==> config.mk <==
export PLATFORM = sky130hd
export DESIGN_NAME = uart_menu_ctrl_flat
export DESIGN_NICKNAME = d
export VERILOG_FILES = /design/src/rtl/uart_menu_ctrl_if.sv /design/src/rtl/uart_menu_ctrl.sv /design/src/flat_wrapper.sv
export SDC_FILE = /design/constraint.sdc
export NUM_CORES = 1
export LEC_CHECK = 0
export ABC_AREA = 1
export CAP_MARGIN = 10
export CORE_MARGIN = 2
export CORE_UTILIZATION = 45
export DETAILED_ROUTE_END_ITERATION = 10
export DONT_BUFFER_PORTS = 1
export GPL_TIMING_DRIVEN = 0
export PLACE_DENSITY_LB_ADDON = 0.05
export SLEW_MARGIN = 25
export SYNTH_ARGS = -nofsm -noshare
export SYNTH_HDL_FRONTEND = slang
export SYNTH_SLANG_ARGS = --single-unit
==> constraint.sdc <==
create_clock -name clk -period 1.8 [get_ports clk]
set_input_delay 0.18 -clock clk [delete_from_list [all_inputs] [get_ports clk]]
set_output_delay 0.18 -clock clk [all_outputs]
set_load 0.005 [all_outputs]
==> src/rtl/uart_menu_ctrl_if.sv <==
// Bus bundle for uart_menu_ctrl: rx/tx handshakes, ROM port, message table,
// toggle outputs, status. master = controller side, slave = environment.
interface uart_menu_ctrl_if #(
  parameter int NUM_MSG = 4,
  parameter int NUM_OUT = 2,
  parameter int ADDR_W  = 10
);
  logic                      rx_done_tick;
  logic [7:0]                rx_data;
  logic                      tx_start;
  logic [7:0]                tx_din;
  logic                      tx_done_tick;
  logic [ADDR_W-1:0]         rom_addr;
  logic [7:0]                rom_dout;
  logic [NUM_MSG*ADDR_W-1:0] msg_start;
  logic [NUM_MSG*ADDR_W-1:0] msg_stop;
  logic [NUM_OUT-1:0]        ctrl_out;
  logic                      busy;
  logic                      timeout_err;

  modport master (
    input  rx_done_tick, rx_data,
    input  tx_done_tick, rom_dout,
    input  msg_start, msg_stop,
    output tx_start, tx_din, rom_addr,
    output ctrl_out, busy, timeout_err
  );

  modport slave (
    output rx_done_tick, rx_data,
    output tx_done_tick, rom_dout,
    output msg_start, msg_stop,
    input  tx_start, tx_din, rom_addr,
    input  ctrl_out, busy, timeout_err
  );
endinterface

==> src/rtl/uart_menu_ctrl.sv <==
// UART menu controller: streams ROM messages to uart_tx, decodes rx commands.
// Ports: clk, reset (async high), bus (uart_menu_ctrl_if.master).
module uart_menu_ctrl #(
  parameter int                 NUM_MSG     = 4,
  parameter int                 NUM_OUT     = 2,
  parameter int                 ADDR_W      = 10,
  parameter logic [7:0]         BASE_CHAR   = 8'h31,
  parameter int                 TIMEOUT_CYC = 100000000,
  parameter bit                 BOOT_MSG_EN = 1'b1,
  parameter logic [NUM_OUT-1:0] OUT_INIT    = '0
) (
  input  logic             clk,
  input  logic             reset,
  uart_menu_ctrl_if.master bus
);

  localparam int IDX_W = (NUM_MSG > 1) ? $clog2(NUM_MSG) : 1;
  localparam int CNT_W = (TIMEOUT_CYC > 1) ? $clog2(TIMEOUT_CYC) : 1;
  localparam logic [8:0] N_MSG = 9'(NUM_MSG);
  localparam logic [8:0] N_END = 9'(NUM_MSG + NUM_OUT);
  localparam logic [CNT_W-1:0] CNT_LAST = CNT_W'(TIMEOUT_CYC - 1);

  typedef enum logic [2:0] {
    S_CMD,
    S_ADDR,
    S_WAIT,
    S_LOAD,
    S_START,
    S_SEND,
    S_NEXT
  } state_e;

  localparam state_e RST_STATE = BOOT_MSG_EN ? S_ADDR : S_CMD;

  state_e             state_q, state_d;
  logic [ADDR_W-1:0]  addr_q, addr_d;
  logic [ADDR_W-1:0]  stop_q, stop_d;
  logic [7:0]         din_q, din_d;
  logic [IDX_W-1:0]   sel_q, sel_d;
  logic [CNT_W-1:0]   cnt_q, cnt_d;
  logic               abort_q, abort_d;
  logic [NUM_OUT-1:0] ctrl_q, ctrl_d;

  logic       tx_start;
  logic       to_err;
  logic [7:0] idx;
  logic [7:0] oidx;

  assign idx  = bus.rx_data - BASE_CHAR;
  assign oidx = idx - N_MSG[7:0];

  always_comb begin
    state_d  = state_q;
    addr_d   = addr_q;
    stop_d   = stop_q;
    din_d    = din_q;
    sel_d    = sel_q;
    cnt_d    = cnt_q;
    abort_d  = abort_q;
    ctrl_d   = ctrl_q;
    tx_start = 1'b0;
    to_err   = 1'b0;

    // ESC is the only byte honoured while a message is in flight
    if (state_q != S_CMD && bus.rx_done_tick &&
        bus.rx_data == 8'h1B) begin
      abort_d = 1'b1;
    end

    unique case (state_q)
      S_CMD: begin
        if (bus.rx_done_tick) begin
          if ({1'b0, idx} < N_MSG) begin
            sel_d   = IDX_W'(idx);
            state_d = S_ADDR;
          end else if ({1'b0, idx} < N_END) begin
            ctrl_d = ctrl_q ^ (NUM_OUT'(1) << oidx);
          end else if (bus.rx_data == 8'h3F) begin
            sel_d   = '0;
            state_d = S_ADDR;
          end
        end
      end
      S_ADDR: begin
        // table is sampled here once per message
        addr_d  = bus.msg_start[sel_q*ADDR_W +: ADDR_W];
        stop_d  = bus.msg_stop[sel_q*ADDR_W +: ADDR_W];
        state_d = S_WAIT;
      end
      S_WAIT: begin
        state_d = S_LOAD;
      end
      S_LOAD: begin
        din_d   = bus.rom_dout;
        state_d = S_START;
      end
      S_START: begin
        tx_start = 1'b1;
        cnt_d    = '0;
        state_d  = S_SEND;
      end
      S_SEND: begin
        if (bus.tx_done_tick) begin
          state_d = S_NEXT;
        end else if (cnt_q == CNT_LAST) begin
          to_err  = 1'b1;
          abort_d = 1'b0;
          state_d = S_CMD;
        end else begin
          cnt_d = cnt_q + 1'b1;
        end
      end
      S_NEXT: begin
        // stop < start ends after the first byte
        if (abort_q || addr_q >= stop_q) begin
          abort_d = 1'b0;
          state_d = S_CMD;
        end else begin
          addr_d  = (addr_q == '1) ? addr_q : addr_q + 1'b1;
          state_d = S_WAIT;
        end
      end
      default: begin
        state_d = S_CMD;
      end
    endcase
  end

  always_ff @(posedge clk or posedge reset) begin
    if (reset) begin
      state_q <= RST_STATE;
      addr_q  <= '0;
      stop_q  <= '0;
      din_q   <= '0;
      sel_q   <= '0;
      cnt_q   <= '0;
      abort_q <= 1'b0;
      ctrl_q  <= OUT_INIT;
    end else begin
      state_q <= state_d;
      addr_q  <= addr_d;
      stop_q  <= stop_d;
      din_q   <= din_d;
      sel_q   <= sel_d;
      cnt_q   <= cnt_d;
      abort_q <= abort_d;
      ctrl_q  <= ctrl_d;
    end
  end

  assign bus.tx_start    = tx_start;
  assign bus.tx_din      = din_q;
  assign bus.rom_addr    = addr_q;
  assign bus.ctrl_out    = ctrl_q;
  assign bus.busy        = (state_q != S_CMD);
  assign bus.timeout_err = to_err;

endmodule
==> src/flat_wrapper.sv <==
// flat-port wrapper written by rule: the top's interface ports become plain ports
module uart_menu_ctrl_flat 
#(
  parameter int                 NUM_MSG     = 4,
  parameter int                 NUM_OUT     = 2,
  parameter int                 ADDR_W      = 10,
  parameter logic [7:0]         BASE_CHAR   = 8'h31,
  parameter int                 TIMEOUT_CYC = 100000000,
  parameter bit                 BOOT_MSG_EN = 1'b1,
  parameter logic [NUM_OUT-1:0] OUT_INIT    = '0
)
  (clk, reset, bus_rx_done_tick, bus_rx_data, bus_tx_done_tick, bus_rom_dout, bus_msg_start, bus_msg_stop, bus_tx_start, bus_tx_din, bus_rom_addr, bus_ctrl_out, bus_busy, bus_timeout_err);
  uart_menu_ctrl_if #(.NUM_MSG(NUM_MSG), .NUM_OUT(NUM_OUT), .ADDR_W(ADDR_W)) bus_i ();
  input  logic clk;
  input  logic reset;
  input wire logic [$bits(bus_i.rx_done_tick)-1:0] bus_rx_done_tick;
  input wire logic [$bits(bus_i.rx_data)-1:0] bus_rx_data;
  input wire logic [$bits(bus_i.tx_done_tick)-1:0] bus_tx_done_tick;
  input wire logic [$bits(bus_i.rom_dout)-1:0] bus_rom_dout;
  input wire logic [$bits(bus_i.msg_start)-1:0] bus_msg_start;
  input wire logic [$bits(bus_i.msg_stop)-1:0] bus_msg_stop;
  output wire logic [$bits(bus_i.tx_start)-1:0] bus_tx_start;
  output wire logic [$bits(bus_i.tx_din)-1:0] bus_tx_din;
  output wire logic [$bits(bus_i.rom_addr)-1:0] bus_rom_addr;
  output wire logic [$bits(bus_i.ctrl_out)-1:0] bus_ctrl_out;
  output wire logic [$bits(bus_i.busy)-1:0] bus_busy;
  output wire logic [$bits(bus_i.timeout_err)-1:0] bus_timeout_err;
  assign bus_i.rx_done_tick = bus_rx_done_tick;
  assign bus_i.rx_data = bus_rx_data;
  assign bus_i.tx_done_tick = bus_tx_done_tick;
  assign bus_i.rom_dout = bus_rom_dout;
  assign bus_i.msg_start = bus_msg_start;
  assign bus_i.msg_stop = bus_msg_stop;
  assign bus_tx_start = bus_i.tx_start;
  assign bus_tx_din = bus_i.tx_din;
  assign bus_rom_addr = bus_i.rom_addr;
  assign bus_ctrl_out = bus_i.ctrl_out;
  assign bus_busy = bus_i.busy;
  assign bus_timeout_err = bus_i.timeout_err;
  uart_menu_ctrl #(.NUM_MSG(NUM_MSG), .NUM_OUT(NUM_OUT), .ADDR_W(ADDR_W), .BASE_CHAR(BASE_CHAR), .TIMEOUT_CYC(TIMEOUT_CYC), .BOOT_MSG_EN(BOOT_MSG_EN), .OUT_INIT(OUT_INIT)) u_core (.clk(clk), .reset(reset), .bus(bus_i));
endmodule
==> PnR_summary.wiki <==
{| class="wikitable"
! Metric !! Value
|-
| Result of the run || complete, but fails checks
|-
| Violations in the final reports || setup timing
|-
| CTS clk-pin slew, worst paths || 0.08 ns
|-
| Total via count after detailed routing || 4957
|-
| Startpoint of the worst hold path || bus_rx_data[0]
|-
| Slew of the pin with the lowest slew margin || 0.6167 ns
|-
| Maximum number of pins on one net before global-route repair || 38
|-
| Clock Path Buffers || 2
|-
| Average cell area after synthesis || 6.582 µm²
|-
| Flip-flop and latch count after synthesis || 63
|-
| Detailed-route DRC error count || 0
|-
| TritonCTS clock tree || done
|-
| Slew Viols, Final || 0
|-
| Hold slack || 0.006825 ns
|-
| Synthesized netlist cell count || 730
|-
| Min-delay worst type || primary input to flip-flop
|-
| Cell type with the largest total area after synthesis || sky130_fd_sc_hd__dfrtp_1
|-
| CP Capture Type || flip-flop
|-
| Pre-CTS setup slack || -0.1767 ns
|-
| Via count of the first global-routing pass || 4739
|-
| CTS Sinks || 63
|-
| Quantity of I/O buffers inserted on ports || 0
|-
| Register-to-register setup slack || -0.02 ns
|-
| Clk_lat worst skew || 0.36 ns
|-
| Dominant cells by area after synthesis || sky130_fd_sc_hd__dfrtp_1 (32%), sky130_fd_sc_hd__nand2_1 (17%), sky130_fd_sc_hd__nor2_1 (7.5%)
|-
| Reg-to-Reg End || u_core.bus.rom_addr[5]
|-
| Fraction of registers with async set/reset || 100.0%
|-
| Number of nets in the synthesized netlist || 844
|-
| Setup Crit Path Kind || flip-flop to flip-flop
|-
| Power share of the combinational group || 45.1%
|-
| Final instance area || 5723 µm²
|-
| Number of fill cells || 1006
|-
| Overall routed net length || 14190 µm
|-
| Post-detailed-placement cell area || 4997 µm²
|-
| Leakage dissipation || 2.617 nW
|-
| Source of the worst register-to-register timing path || u_core.bus.rom_addr[5]
|-
| Worst-case headroom to the max-slew limit || 58.89%
|-
| Largest driver fanout on the critical path || 7
|-
| I/O pin count || 123
|-
| Total global-route track usage || 25.17%
|-
| CTS H-tree lvls || 3
|-
| Register area share after synthesis || 32.84%
|-
| Number of cells on the worst hold path || 3
|-
| Hold Violations, Final || 0
|-
| Switching power summed over all nets || 2.844 mW
|-
| Antenna diodes || 0
|-
| Core ar. || 10320 µm²
|-
| Startpoint type of the worst setup path || flip-flop
|-
| Final setup violation count || 4
|-
| Multi-input logic area || 3049 µm²
|-
| RSZ-0062 raised after global routing || yes
|-
| Number of antenna-violating nets in the routed design || 0
|-
| Root buffer selected by CTS || sky130_fd_sc_hd__clkbuf_8
|-
| Global-route wire length before repair || 22760 µm
|-
| Final cycle utilization of the critical path || 101.3%
|-
| Worst-case vdd ir drop || 0.6257 mV
|-
| Initial DRC Count || 360
|-
| Logic depth of the worst register-to-register path || 9
|-
| Maximum frequency from static timing analysis || 548.4 MHz
|-
| Number of max-cap violations || 0
|-
| Power Internal || 3.640 mW
|-
| Mean routed wirelength per cell || 15.61 µm
|-
| Full die area || 11520 µm²
|-
| Number of distinct library cells after synthesis || 40
|-
| Top_reg_cell synth || sky130_fd_sc_hd__dfrtp_1
|-
| Final global-route overflow total || 0
|-
| Crit path setup slack, layout || -0.02346 ns
|-
| Fraction of final layout cells sized beyond drive strength 1 || 17.21%
|-
| Arrival time worst endpoint || 2.13 ns
|-
| Hold worst-path end || u_core.bus.ctrl_out[0]
|-
| Maximum clock skew at final layout || 0.01421 ns
|-
| Starting Density || 46.54%
|-
| Sequential cell area || 1593 µm²
|-
| Area overhead of the layout relative to synthesis || 19.11%
|-
| NumNets Final || 883
|-
| Vias per Instance || 5.453
|-
| Proportion of power drawn by flip-flops and latches || 34.8%
|-
| DP HPWL || 10570 µm
|-
| Die width || 107.3 µm
|-
| Total chip power || 6.484 mW
|-
| Switching Share || 43.86%
|-
| Total of warnings raised by yosys || 0
|-
| Cts bufs inserted || 9
|-
| Critical path data required time || 2.10 ns
|-
| First-pass detailed-route iteration total || 5
|-
| Rows || 37
|-
| Die span in y || 107.3 µm
|-
| Final weighted congestion in routability-driven placement || 0.9010
|-
| Final critical delay including setup and external delays || 1.823 ns
|-
| Number of flops mapped to enable cells by yosys || 0
|-
| Part of the power in the clock network || 20.1%
|-
| Combined area of all synthesized cells || 4805 µm²
|-
| PwrDens || 1133 nW/µm²
|-
| Fraction of synthesized cell area taken by the top area cell type || 32.29%
|-
| Number of antenna violations at the first check in global routing || 0
|}
per-layer routing:
metal,track usage (%),vias to the layer above,part of all wire (%)
met5,0,-,0
met4,9.341,0,1.4
met3,5.145,16,5.0
met2,43.44,128,51
met1,31.00,2341,43
li1,-,2472,-
layout make-up:
class | count | area share, %
multi-input cells | 566 | 53.28
flip-flops and latches | 63 | 27.83
inverters | 76 | 5.247
repair buffers | 28 | 4.504
well taps | 136 | 2.973
clock buffers | 12 | 2.711
plain buffers | 25 | 2.711
clock inverters | 3 | 0.7433
how the worst max path moves through the flow:
stage / from / end / slack, ns / depth (start not counted)
after floorplan: reset / u_core.abort_q / 0.05 / 1
after global placement: reset / u_core.stop_q[3] / -0.73 / 1
after detailed placement: u_core.bus.rom_addr[1] / u_core.bus.rom_addr[5] / -0.18 / 11
after CTS: u_core.cnt_q[0] / bus_timeout_err / -0.02 / 7
after global routing: u_core.bus.rom_addr[5] / u_core.bus.rom_addr[5] / -0.11 / 9
final: u_core.bus.rom_addr[5] / u_core.bus.rom_addr[5] / -0.02 / 9
critical path: stages (launching register included):
cell	delay, ns
sky130_fd_sc_hd__dfrtp_2	0.50
sky130_fd_sc_hd__ha_4	0.27
sky130_fd_sc_hd__a21oi_1	0.20
sky130_fd_sc_hd__o21ai_1	0.11
sky130_fd_sc_hd__nand2_1	0.09
sky130_fd_sc_hd__nand4_1	0.16
sky130_fd_sc_hd__nand2_4	0.15
sky130_fd_sc_hd__buf_6	0.16
sky130_fd_sc_hd__o21ai_2	0.06
sky130_fd_sc_hd__nand2_1	0.07
stage by stage:
stage	std cells	setup TNS (ns)	utilization, %
3_3_place_gp	866	-47.98	48.19
2_1_floorplan	730	0	-
5_1_grt	909	-0.9171	55.44
4_1_cts	899	-0.03715	52.64
6_report	909	-0.02875	55.44
3_5_place_dp	867	-4.019	48.41
cells in the mapped netlist (6+ instances only):
cell	n
sky130_fd_sc_hd__inv_1	66
sky130_fd_sc_hd__o21ai_2	6
sky130_fd_sc_hd__nand4_1	23
sky130_fd_sc_hd__nand2_1	219
sky130_fd_sc_hd__clkbuf_1	12
sky130_fd_sc_hd__xor2_1	15
sky130_fd_sc_hd__nor3_1	10
sky130_fd_sc_hd__o21ai_0	48
sky130_fd_sc_hd__inv_2	6
sky130_fd_sc_hd__nor2_2	6
sky130_fd_sc_hd__dfrtp_1	62
sky130_fd_sc_hd__o22ai_1	12
sky130_fd_sc_hd__a21oi_1	18
sky130_fd_sc_hd__ha_1	14
sky130_fd_sc_hd__o21ai_1	10
sky130_fd_sc_hd__nor2_1	96
sky130_fd_sc_hd__nand3_1	56
power groups by stage:
| stage | logic [mW] | clock network [mW] | registers [mW] |
|---|---|---|---|
| global route | 3.36 | 1.40 | 2.31 |
| floorplan | 1.84 | 0 | 2.07 |
| CTS | 2.53 | 1.33 | 2.20 |
| global placement | 2.30 | 0 | 2.19 |
| finish | 2.92 | 1.30 | 2.26 |
| detailed placement | 2.38 | 0 | 2.20 |
repair_timing:
item,in CTS,in global routing
buffers inserted,5,10
gates cloned,1,0
resized for setup,24,61
setup endpoints to repair,44,54
hold buffers,11,0
hold endpoints to repair,37,0
pin swaps,7,17
registers in the layout (all words and copies together) (netlist names):
name and cells:
u_core.abort_q 1, u_core.bus.ctrl_out 2, u_core.bus.rom_addr 10, u_core.bus.tx_din 8, u_core.cnt_q 27, u_core.sel_q 2, u_core.state_q 3, u_core.stop_q 10
placed cells by master, fill, tap and decap left out, types with 8 or more instances in the layout:
| master | n |
|---|---|
| sky130_fd_sc_hd__nor2_1 | 92 |
| sky130_fd_sc_hd__dfrtp_1 | 50 |
| sky130_fd_sc_hd__xor2_1 | 15 |
| sky130_fd_sc_hd__inv_1 | 61 |
| sky130_fd_sc_hd__dfrtp_2 | 12 |
| sky130_fd_sc_hd__clkbuf_1 | 8 |
| sky130_fd_sc_hd__clkbuf_8 | 11 |
| sky130_fd_sc_hd__nand3_1 | 53 |
| sky130_fd_sc_hd__nand4_1 | 23 |
| sky130_fd_sc_hd__inv_2 | 9 |
| sky130_fd_sc_hd__o22ai_1 | 12 |
| sky130_fd_sc_hd__o21ai_2 | 11 |
| sky130_fd_sc_hd__nand2_2 | 9 |
| sky130_fd_sc_hd__nand2_1 | 210 |
| sky130_fd_sc_hd__buf_4 | 15 |
| sky130_fd_sc_hd__a21oi_1 | 17 |
| sky130_fd_sc_hd__o21ai_0 | 46 |
| sky130_fd_sc_hd__dlygate4sd3_1 | 11 |
kinds of logic after synthesis:
group | count (synthesis) | synth area share (%)
AND/OR/NAND/NOR | 426 | 38.31
AO/OA/AOI/OAI | 107 | 12.86
buffers and inverters | 101 | 8.880
flip-flops | 63 | 32.84
XOR/XNOR | 19 | 3.464
adder cells (fa/ha/maj) | 14 | 3.646
No activity file was read; power rests on OpenSTA's default activity.
